File: src/rtl/imem_loader_pkg.sv
// Shared definitions for the instruction-memory loader: FSM encoding, memory depth, word size.
// The memory depth is shared with the instruction memory so both sides agree on the array size.
package imem_loader_pkg;

   typedef enum logic [1:0] {
      StIdle    = 2'd0,
      StCollect = 2'd1,
      StWrite   = 2'd2,
      StDone    = 2'd3
   } state_e;

   localparam int unsigned IMEM_DEPTH_BYTES = 100;
   localparam int unsigned WORD_BYTES       = 4;

endpackage

File: src/rtl/be_word_packer.sv
// Big-endian byte-to-word packer: the first byte of each group lands in [31:24].
// word_full flags the cycle in which the fourth byte of a group is accepted.
module be_word_packer (
   input  logic        CLK,
   input  logic        Reset,
   input  logic        byte_strobe,
   input  logic [7:0]  byte_in,
   input  logic        clear,
   output logic [31:0] word,
   output logic        word_full
);

   logic [1:0]  lane_q;
   logic [31:0] word_q;

   always_ff @(posedge CLK) begin
      if (!Reset) begin
         lane_q <= 2'd0;
         word_q <= 32'h0;
      end else begin
         if (clear) begin
            lane_q <= 2'd0;
         end else if (byte_strobe) begin
            lane_q <= lane_q + 2'd1;
         end
         // Shifting in from the bottom leaves the first byte in the top lane after four strobes.
         if (byte_strobe && !clear) begin
            word_q <= {word_q[23:0], byte_in};
         end
      end
   end

   assign word      = word_q;
   assign word_full = byte_strobe && (lane_q == 2'd3);

endmodule

File: src/rtl/imem_loader.sv
// Streams bytes from a host link into word writes on the instruction memory write port.
// Optional build macro IMEM_LOADER_CHECKSUM_EN adds a mod-256 checksum of accepted bytes.
module imem_loader
   import imem_loader_pkg::*;
#(
   parameter int unsigned DEPTH_BYTES = IMEM_DEPTH_BYTES,
   parameter int unsigned BASE_ADDR   = 0,
   parameter int unsigned CNT_W       = 8
) (
   input  logic             CLK,
   input  logic             Reset,
   input  logic             start,
   input  logic [CNT_W-1:0] num_words,
   input  logic             byte_valid,
   input  logic [7:0]       byte_data,
   output logic             byte_ready,
   output logic             mem_we,
   output logic [31:0]      mem_addr,
   output logic [31:0]      mem_wdata,
   output logic             busy,
   output logic             done,
   output logic             error,
   output logic [CNT_W-1:0] word_count,
   output logic [7:0]       checksum
);

   localparam int unsigned WordShift = $clog2(WORD_BYTES);
   localparam logic [31:0] Capacity  = 32'(DEPTH_BYTES - BASE_ADDR);

   state_e           state_q, state_d;
   logic [CNT_W-1:0] num_q;
   logic [CNT_W-1:0] word_count_q;
   logic             error_q;
   logic [31:0]      addr_q;
   logic [31:0]      wdata_q;

   logic             start_ok;
   logic             accept;
   logic             too_big;
   logic             last_word;
   logic             packer_clear;
   logic             word_full;
   logic [31:0]      packed_word;
   logic [31:0]      write_addr;
   logic [CNT_W+1:0] need_bytes;

   // Two extra bits so num_words * 4 can never wrap before the comparison.
   assign need_bytes   = {2'b00, num_words} << WordShift;
   assign too_big      = 32'(need_bytes) > Capacity;
   assign start_ok     = start && (state_q == StIdle || state_q == StDone);
   assign accept       = byte_valid && byte_ready;
   assign last_word    = (word_count_q + CNT_W'(1)) == num_q;
   assign write_addr   = 32'(BASE_ADDR) + (32'(word_count_q) << WordShift);
   assign packer_clear = start_ok || (state_q == StWrite);

   be_word_packer u_packer (
      .CLK         (CLK),
      .Reset       (Reset),
      .byte_strobe (accept),
      .byte_in     (byte_data),
      .clear       (packer_clear),
      .word        (packed_word),
      .word_full   (word_full)
   );

   always_ff @(posedge CLK) begin
      if (!Reset) begin
         state_q <= StIdle;
      end else begin
         state_q <= state_d;
      end
   end

   always_comb begin
      state_d = state_q;
      unique case (state_q)
         StIdle, StDone: begin
            if (start_ok) begin
               if (too_big || num_words == '0) begin
                  state_d = StDone;
               end else begin
                  state_d = StCollect;
               end
            end
         end
         StCollect: begin
            if (word_full) state_d = StWrite;
         end
         StWrite: begin
            state_d = last_word ? StDone : StCollect;
         end
         default: state_d = StIdle;
      endcase
   end

   always_comb begin
      byte_ready = 1'b0;
      mem_we     = 1'b0;
      busy       = 1'b0;
      done       = 1'b0;
      mem_addr   = addr_q;
      mem_wdata  = wdata_q;
      unique case (state_q)
         StCollect: begin
            byte_ready = 1'b1;
            busy       = 1'b1;
         end
         StWrite: begin
            mem_we    = 1'b1;
            busy      = 1'b1;
            mem_addr  = write_addr;
            mem_wdata = packed_word;
         end
         StDone:  done = 1'b1;
         default: ;
      endcase
   end

   // Address and data registers keep the last written word visible outside the write cycle.
   always_ff @(posedge CLK) begin
      if (!Reset) begin
         num_q        <= '0;
         word_count_q <= '0;
         error_q      <= 1'b0;
         addr_q       <= 32'h0;
         wdata_q      <= 32'h0;
      end else if (start_ok) begin
         num_q        <= num_words;
         word_count_q <= '0;
         error_q      <= too_big;
      end else if (state_q == StWrite) begin
         word_count_q <= word_count_q + CNT_W'(1);
         addr_q       <= write_addr;
         wdata_q      <= packed_word;
      end
   end

   assign word_count = word_count_q;
   assign error      = error_q;

`ifdef IMEM_LOADER_CHECKSUM_EN
   logic [7:0] checksum_q;

   always_ff @(posedge CLK) begin
      if (!Reset) begin
         checksum_q <= 8'h00;
      end else if (start_ok) begin
         checksum_q <= 8'h00;
      end else if (accept) begin
         checksum_q <= checksum_q + byte_data;
      end
   end

   assign checksum = checksum_q;
`else
   assign checksum = 8'h00;
`endif

endmodule

File: config.mk
export PLATFORM = sky130hd
export DESIGN_NAME = imem_loader
export DESIGN_NICKNAME = d
export VERILOG_FILES = /design/src/rtl/imem_loader_pkg.sv /design/src/rtl/be_word_packer.sv /design/src/rtl/imem_loader.sv
export SDC_FILE = /design/constraint.sdc
export NUM_CORES = 1
export LEC_CHECK = 0
export ABC_AREA = 1
export BUFFER_PORTS_ARGS = -buffer_cell sky130_fd_sc_hd__buf_2
export CAP_MARGIN = 25
export CORE_ASPECT_RATIO = 1.75
export CORE_MARGIN = 2
export CORE_UTILIZATION = 39
export DETAILED_ROUTE_END_ITERATION = 8
export MAX_ROUTING_LAYER = met4
export SYNTH_ARGS = -nofsm -noshare
export SYNTH_HDL_FRONTEND = slang
export SYNTH_SLANG_ARGS = --single-unit
File: constraint.sdc
create_clock -name CLK -period 2.1 [get_ports CLK]
set_input_delay 0.42 -clock CLK [delete_from_list [all_inputs] [get_ports CLK]]
set_output_delay 0.42 -clock CLK [all_outputs]
set_load 0.03 [all_outputs]
; After elaboration in Yosys (flattened, before gate mapping)
; Cells that the tools add are included.
[classes]
add_sub_neg = 2
n_reduce_logical = 15
n_bitwise = 1
muxes = 11
eq_ne = 7
order_cmp = 1
[op_table]
columns = cell, n
row1 = $mux 32, 2
row2 = $gt 10x7->1 const B, 1
row3 = $add 8x1->8 const B, 1
row4 = $eq 8x8->1, 1
row5 = $logic_not 8->1, 1
row6 = $mux 2, 4
row7 = $reduce_or 2->1, 4
row8 = $eq 2x2->1 const B, 3
row9 = $pmux 2 s3, 1
row10 = $logic_and 1x1->1, 4
row11 = $mux 1, 4
row12 = $logic_or 1x1->1, 3
row13 = $add 2x1->2 const B, 1
row14 = $eq 2x1->1 const B, 1
row15 = $logic_not 2->1, 1
row16 = $ne 2x1->1 const B, 1
row17 = $ne 2x2->1 const B, 1
row18 = $reduce_and 2->1, 1
row19 = $logic_not 1->1, 1
row20 = $not 1->1, 1
[totals]
wordCells = 45
in_bits = 20
out_inout_bits = 85
ff_bits = 117

; Logic depth before layout (Yosys ltp)
; Gate-level depths: netlist of run 1.
[depth]
ltp_word = 6
mapped_depth = 13
mapped_depth_nobuf = 13

; Hierarchy
; A second synthesis of run 1 with hierarchy kept.
[unflattened]
cells_unflattened = 800
area_unflattened_um2 = 5323.9
[modules_own_cells]
columns = module, n_inst, cells_each, seq_area_each_um2, area_per_inst_um2
row1 = imem_loader, 1, 580, 1661.6, 3847.4
row2 = be_word_packer, 1, 220, 680.7, 1476.4

; Worst setup path after synthesis of run 1
; Ideal clock, no wire load.
[synth_path]
path_kind = register to output
from = register state_q[0]
to = output mem_addr[9]
t_required_ps = 1680
setup_slack_ps = -340
arrival_time_ps = 2020
path_stages_with_launch = 7
cell_sequence = dfxtp_1 > inv_1 > ha_1 > inv_2 > clkbuf_1 > clkbuf_1 > o21ai_0
[synth_between]
elab_chain_len = 2
[synth_rtl]
columns = element, line
row1 = start: declaration, imem_loader.sv:30  ; state_e state_q, state_d;
row2 = start signal: assignment, imem_loader.sv:68  ; state_q <= StIdle;
row3 = start signal: assignment, imem_loader.sv:70  ; state_q <= state_d;
row4 = $eq 2x2->1, imem_loader.sv:103  ; unique case (state_q)
row5 = $mux 32, imem_loader.sv:103
row6 = end: declaration, imem_loader.sv:18  ; output logic [31:0] mem_addr,
; No other way between the ends.

; Final worst setup path of run 1
[layout_path]
from = register state_q[0]
to = output mem_wdata[27]
[layout_between]
elab_chain_len = 2
[layout_rtl]
columns = element, line
row1 = $eq 2x2->1, imem_loader.sv:103
row2 = $mux 32, imem_loader.sv:103
row3 = end: declaration, imem_loader.sv:19  ; output logic [31:0] mem_wdata,
; No other way between the ends.

==> results by group, run 1 <==
Worst setup path
  • Critical path fanouts, max: 15
  • CP max-delay cell: dfxtp_4
  • Flop2flop setup slack: 0.10 ns
  • Crit path arrival time: 1.66 ns
  • FF-to-FF Start: state_q[0]
  • Worst-path cell chain: inv_4 > ha_4 > clkinv_8 > buf_16 > o21ai_4 > buf_6
  • Data required, critical path: 1.68 ns
  • Crit path max-delay family: buffers and inverters
  • Worst r2r path cells: 11
  • Startpoint Class: flip-flop
  • Crit path kind: reg2out
  • WP buf/inv: 4
  • CP max stage delay: 0.36 ns
  • Worst setup EP type: output pin
  • R2r endpoint: addr_q[5]

Finish
  • Finished Layout Cells: 971
  • Final #Nets: 816
  • Sequential cell area: 2347 sq um
  • Layout cells sized above 1: 26.53%
  • Area of the multi-input gates: 2349 sq um
  • Util after Layout: 54.63%
  • Area delta synth->final: 36.45%
  • Filler instances: 1201
  • Ant diodes: 0

Global routing
  • Initial antenna violation count: 0
  • First-pass GRT wire length: 22110 microns
  • Total GRT Usage: 21.27%
  • Largest net degree at the start of global routing: 61
  • GRT overflow: 0
  • Vias in the first global route: 4730

Placed design
  • Placed cells: 934
  • Final HPWL DP: 9093 microns
  • Gpl congestion: 0.8835
  • Port buffer count: 96

Detailed routing
  • Residual DRC: 0
  • Via/cell ratio: 4.996
  • Vias post-DR: 4851
  • Post-route ant nets: 0
  • Drt total wl: 13750 microns
  • Initial DRC count: 235
  • Avg WL per Cell: 14.16 microns
  • DRT Pass-1 Iters: 5

Run
  • Max Cap Viol: 0

Logic synthesis
  • Synthesized flop and latch total: 117
  • YS warnings: 0
  • Post-Synthesis Cells: 697
  • Top cells by area, synth: dfxtp_1 47%, nand2_1 12%, o21ai_0 6.8%, nor2_1 6.0%, inv_1 4.9%
  • Share of Yosys cell area claimed by the top area cell type: 47.06%
  • Unique masters post-synth: 27
  • EDFF count, synth: 0
  • Most frequent cell after synthesis: nand2_1
  • Register area share after synthesis: 47.06%
  • Synth Flop Type: dfxtp_1
  • FFs w/ async S/R, synth: 0%
  • Area leader, netlist: dfxtp_1
  • Synthesized cell area: 4977 sq um
  • Avg Synthesized Cell Area: 7.141 sq um
  • Post-synth top cells: 158 x nand2_1, 117 x dfxtp_1, 80 x nor2_1, 68 x o21ai_0, 65 x inv_1

Clocking
  • Post-CTS Hold Fix Bufs: 0
  • Clock transition at path regs: 0.05 ns
  • Clock tree buffer depth: 2
  • Worst skew pair latency: 0.41 ns
  • CTS root buf: clkbuf_16
  • Num CTS Buffers: 17
  • Clock sink count: 117
  • H-Tree Depth: 4
  • CTS tree: yes

STA
  • Final setup vio count: 0
  • Shortest period the worst path allows: 2.078 ns
  • Period utilization: 98.93%
  • Fin. Hold Viols: 0
  • Peak Freq: 481.3 MHz
  • Worst clock skew: 0.006727 ns
  • RSZ-0062 raised after global routing: true
  • Relative slew slack: 64.00%
  • Max-slew violation count: 0
  • Hold_ws: 0.2359 ns
  • Worst-Margin Slew: 0.5392 ns

Die
  • Die height: 153.4 microns
  • DIE WIDTH: 89.40 microns
  • Num ports: 105
  • Num rows: 54
  • CORE AREA: 12430 sq um
  • Initial core utilization: 40.04%
  • Area of the die: 13720 sq um

Hold path
  • WHS Path Cells: 3
  • Hold EP: u_packer.word[5]
  • Hold Crit Class: in2reg
  • HP Start: byte_data[5]

Power and ir drop
  • Worst vdd ir: 705.0 uV
  • Power Dens Cells: 1204 nW/um^2
  • Static Leakage: 2.951 nW

Run status
  • Status: completed
## area by class of cell
class | count | area share, %
clock buffer | 19 | 6.669
clock inverter | 13 | 3.003
inverter | 71 | 4.145
multi-input combinational | 467 | 34.58
sequential | 117 | 34.56
tap | 168 | 3.095
timing repair buffer | 116 | 13.95
## logic make-up after synthesis
family,after synthesis,share of synthesized area (%)
AND/OR/NAND/NOR,316,26.85
AO/OA/AOI/OAI,135,13.75
buffers and inverters,120,10.41
flip-flops,117,47.06
adder cells (fa/ha/maj),6,1.508
XOR/XNOR,2,0.3520
other,1,0.07534
## per-layer routing
| metal | vias up | track usage (%) | share of wire (%) |
|---|---|---|---|
| met2 | 147 | 36.12 | 54 |
| met4 | 0 | 8.671 | 2.4 |
| met1 | 2292 | 22.98 | 39 |
| met5 | - | - | 0 |
| met3 | 19 | 5.400 | 4.8 |
| li1 | 2393 | - | - |
## repair_timing
item | in CTS | in global routing
pin swaps | 0 | 2
gates resized for setup | 41 | 77
endpoints found under the setup margin | 41 | 64
setup buffers | 0 | 1
gates cloned | 3 | 1
## tightest hold or removal path: stages
cell and delay, ns:
buf_2 0.07, nor2_1 0.03, nor2_1 0.08
## state kept, by name (all words and copies together) (netlist names)
name / count
addr_q: 32
num_q: 8
state_q: 2
word_count: 8
error: 1
wdata_q: 32
u_packer.lane_q: 2
u_packer.word: 32
## through the flow
step,power [mW],setup TNS [ns],setup slack [ns],area [sq um]
finish,8.174,0,0.02244,6792
global route,8.589,-0.1326,-0.02290,6792
CTS,8.025,-0.06378,-0.04215,6499
detailed placement,4.588,0,0.1847,5653
global placement,4.541,0,0.2493,5653
floorplan,4.053,-2.175,-0.1097,5087
## worst max-delay path by stage
stage	start	to	slack (ns)	depth (start not counted)
after floorplan	state_q[0]	mem_addr[6]	-0.11	7
after global placement	state_q[0]	mem_addr[2]	0.25	7
after detailed placement	state_q[0]	u_packer.word[22]	0.18	8
after CTS	state_q[0]	mem_addr[2]	-0.04	7
after global routing	state_q[0]	mem_addr[5]	-0.02	6
final	state_q[0]	mem_wdata[27]	0.02	6
## cell usage in the layout (no fill, tap or decap), types with 17 or more instances in the layout
master / n
nand2_1: 151
clkbuf_16: 18
o21ai_1: 17
buf_2: 57
o21ai_0: 49
nor2_2: 18
a21oi_1: 46
inv_1: 64
buf_6: 31
nand3_1: 37
dfxtp_1: 115
nor2_1: 66
nor3_1: 26
buf_4: 22
## power breakdown
| part | total [mW] | internal [mW] | switching, mW |
|---|---|---|---|
| sequential | 2.66 | 2.48 | 0.177 |
| combinational | 2.33 | 0.777 | 1.55 |
| clock | 3.18 | 2.16 | 1.02 |
Power figures use the tool's default switching activity.
==> run 2, diff against run 1 <==
==> constraint.sdc (replaced) <==
create_clock -name CLK -period 2.1 [get_ports CLK]
set_input_delay 0.42 -clock CLK [delete_from_list [all_inputs] [get_ports CLK]]
set_output_delay 0.42 -clock CLK [all_outputs]
set_load 0.01 [all_outputs]
==> run 2 against run 1 <==
- cell count decreased by 0.41%
- clock skew about the same
- first-iteration DRC count increased by 20%
- critical endpoint is now mem_wdata[29]
- largest cell class is now registers
==> results by group, run 2 (synthesis gave the netlist of run 1 again) <==
Finish
  • Filler instances: 1304 (was 1201)
  • Most frequent cells in the layout: 156 x nand2_1, 115 x dfxtp_1, 94 x buf_2 (was 151 x nand2_1, 115 x dfxtp_1, 66 x nor2_1)
  • Most common cell after layout, fill and taps aside: nand2_1 (unchanged)
  • Area delta synth->final: 27.73% (was 36.45%)
  • Ant diodes: 0 (unchanged)
  • Finished Layout Cells: 967 (was 971)
  • Layout cells sized above 1: 22.65% (was 26.53%)
  • Design Area, Final: 6357 sq um (was 6792 sq um)
  • Final #Nets: 814 (was 816)

Die
  • Num rows: 54 (unchanged)
  • CORE AREA: 12430 sq um (unchanged)
  • Num ports: 105 (unchanged)
  • DIE WIDTH: 89.40 microns (unchanged)
  • Die height: 153.4 microns (unchanged)
  • Initial core utilization: 40.04% (unchanged)
  • Area of the die: 13720 sq um (unchanged)

Global routing
  • GRT overflow: 0 (unchanged)
  • Vias in the first global route: 4452 (was 4730)
  • Total GRT Usage: 20.54% (was 21.27%)
  • Largest net degree at the start of global routing: 61 (unchanged)
  • Initial antenna violation count: 0 (unchanged)
  • First-pass GRT wire length: 21250 microns (was 22110 microns)

Clocking
  • Clock sink count: 117 (unchanged)
  • Worst skew pair latency: 0.40 ns (was 0.41 ns)
  • H-Tree Depth: 4 (unchanged)
  • Num CTS Buffers: 17 (unchanged)
  • Clock tree buffer depth: 2 (unchanged)
  • Post-CTS Hold Fix Bufs: 0 (unchanged)
  • CTS tree: yes (unchanged)
  • Clock transition at path regs: 0.05 ns (about the same)
  • CTS root buf: clkbuf_16 (unchanged)

STA
  • Fin. Hold Viols: 0 (unchanged)
  • RSZ-0062 raised after global routing: true (unchanged)
  • Period utilization: 97.54% (was 98.93%)
  • Relative slew slack: 64.59% (was 64.00%)
  • Worst clock skew: 0.007082 ns (was 0.006727 ns)
  • Worst-Margin Slew: 0.5304 ns (was 0.5392 ns)
  • Max-slew violation count: 0 (unchanged)
  • Peak Freq: 488.2 MHz (was 481.3 MHz)
  • Shortest period the worst path allows: 2.048 ns (was 2.078 ns)
  • Hold_ws: 0.2474 ns (was 0.2359 ns)
  • Final setup vio count: 0 (unchanged)
  • Sum Neg Setup Slack: 0 ns (unchanged)

Run
  • Max Cap Viol: 0 (unchanged)

Placed design
  • Final HPWL DP: 9117 microns (was 9093 microns)
  • Gpl congestion: 0.9057 (was 0.8835)
  • Placed cells: 931 (was 934)
  • Placed instance area: 5548 sq um (was 5653 sq um)
  • Port buffer count: 96 (unchanged)

Detailed routing
  • Residual DRC: 0 (unchanged)
  • Initial DRC count: 283 (was 235)
  • Via/cell ratio: 4.910 (was 4.996)
  • Drt total wl: 13490 microns (was 13750 microns)
  • Post-route ant nets: 0 (unchanged)
  • DRT Pass-1 Iters: 5 (unchanged)
  • Avg WL per Cell: 13.95 microns (was 14.16 microns)
  • Vias post-DR: 4748 (was 4851)

Power and ir drop
  • Power Dens Cells: 1179 nW/um^2 (was 1204 nW/um^2)
  • Static Leakage: 2.873 nW (was 2.951 nW)
  • Worst vdd ir: 611.1 uV (was 705.0 uV)

Worst setup path
  • Worst setup EP type: output pin (unchanged)
  • Crit path kind: reg2out (unchanged)
  • Startpoint Class: flip-flop (unchanged)
  • Critical path fanouts, max: 7 (was 15)
  • Crit path arrival time: 1.63 ns (was 1.66 ns)
  • Data required, critical path: 1.68 ns (about the same)

Run status
  • Status: completed (unchanged)

Hold path
  • Hold Crit Class: in2reg (unchanged)
## run 2: changes by cell type in the layout (fill, tap and decap cells not counted), moves of 7 or more
| cell | delta |
|---|---|
| o21ai_1 | +7 |
| nor2_1 | +14 |
| buf_6 | -27 |
| o21ai_4 | -7 |
| nor2_2 | -13 |
| buf_2 | +37 |
| buf_4 | -12 |
## run 2: worst paths after layout
path,from,endpoint,slack [ns],depth (start not counted)
hold / removal,byte_data[6],u_packer.word[6],0.25,3
hold reg to reg,addr_q[30],addr_q[30],0.44,2
setup / recovery,state_q[0],mem_wdata[29],0.05,6
setup reg to reg,state_q[0],u_packer.word[20],0.24,7
## run 2: power by group
part | leakage, nW | internal, mW | switching (mW)
combinational | 1.64 | 0.665 | 1.27
clock | 0.287 | 1.94 | 0.964
sequential | 0.948 | 2.48 | 0.173
total | 2.87 | 5.09 | 2.41
## run 2: repair_timing
action                                  in CTS  in global routing
cloned                                       2                  2
pin swaps                                    1                  4
resized for setup                           22                 29
setup buffers                                0                  2
endpoints found under the setup margin      65                 44
## run 2: metrics by stage
| step | setup WS (ns) | power [mW] | util, % |
|---|---|---|---|
| final | 0.05167 | 7.495 | 51.14 |
| after global routing | -0.02449 | 7.893 | 51.14 |
| after CTS | 0.0007854 | 7.401 | 50.07 |
| after detailed placement | 0.1469 | 4.317 | 44.63 |
| after global placement | 0.1866 | 4.288 | 44.63 |
| after floorplan | 0.1390 | 3.807 | - |
## run 2: layout make-up
type	instances	area [sq um]	share of cell area [%]
Sequential cell	117	2347	36.92
Inverter	71	279.0	4.389
Clock inverter	9	127.6	2.007
Clock buffer	21	470.5	7.400
Multi-Input combinational cell	467	2213	34.82
Timing Repair Buffer	113	703.2	11.06
Timing Repair inverter	1	6.256	0.09841
Tap cell	168	210.2	3.306
## run 2: critical path, stage by stage (launching register included)
cell and delay (ns):
dfxtp_4 0.36, inv_2 0.07, ha_4 0.23, clkinv_8 0.11
clkbuf_16 0.18, o21ai_2 0.14, buf_2 0.15
## run 2: metal layers
metal | part of all wire (%) | GRT usage [%]
met1 | 39 | 21.95
met2 | 55 | 35.45
met3 | 4.1 | 5.508
met4 | 2.0 | 7.321
met5 | 0 | -
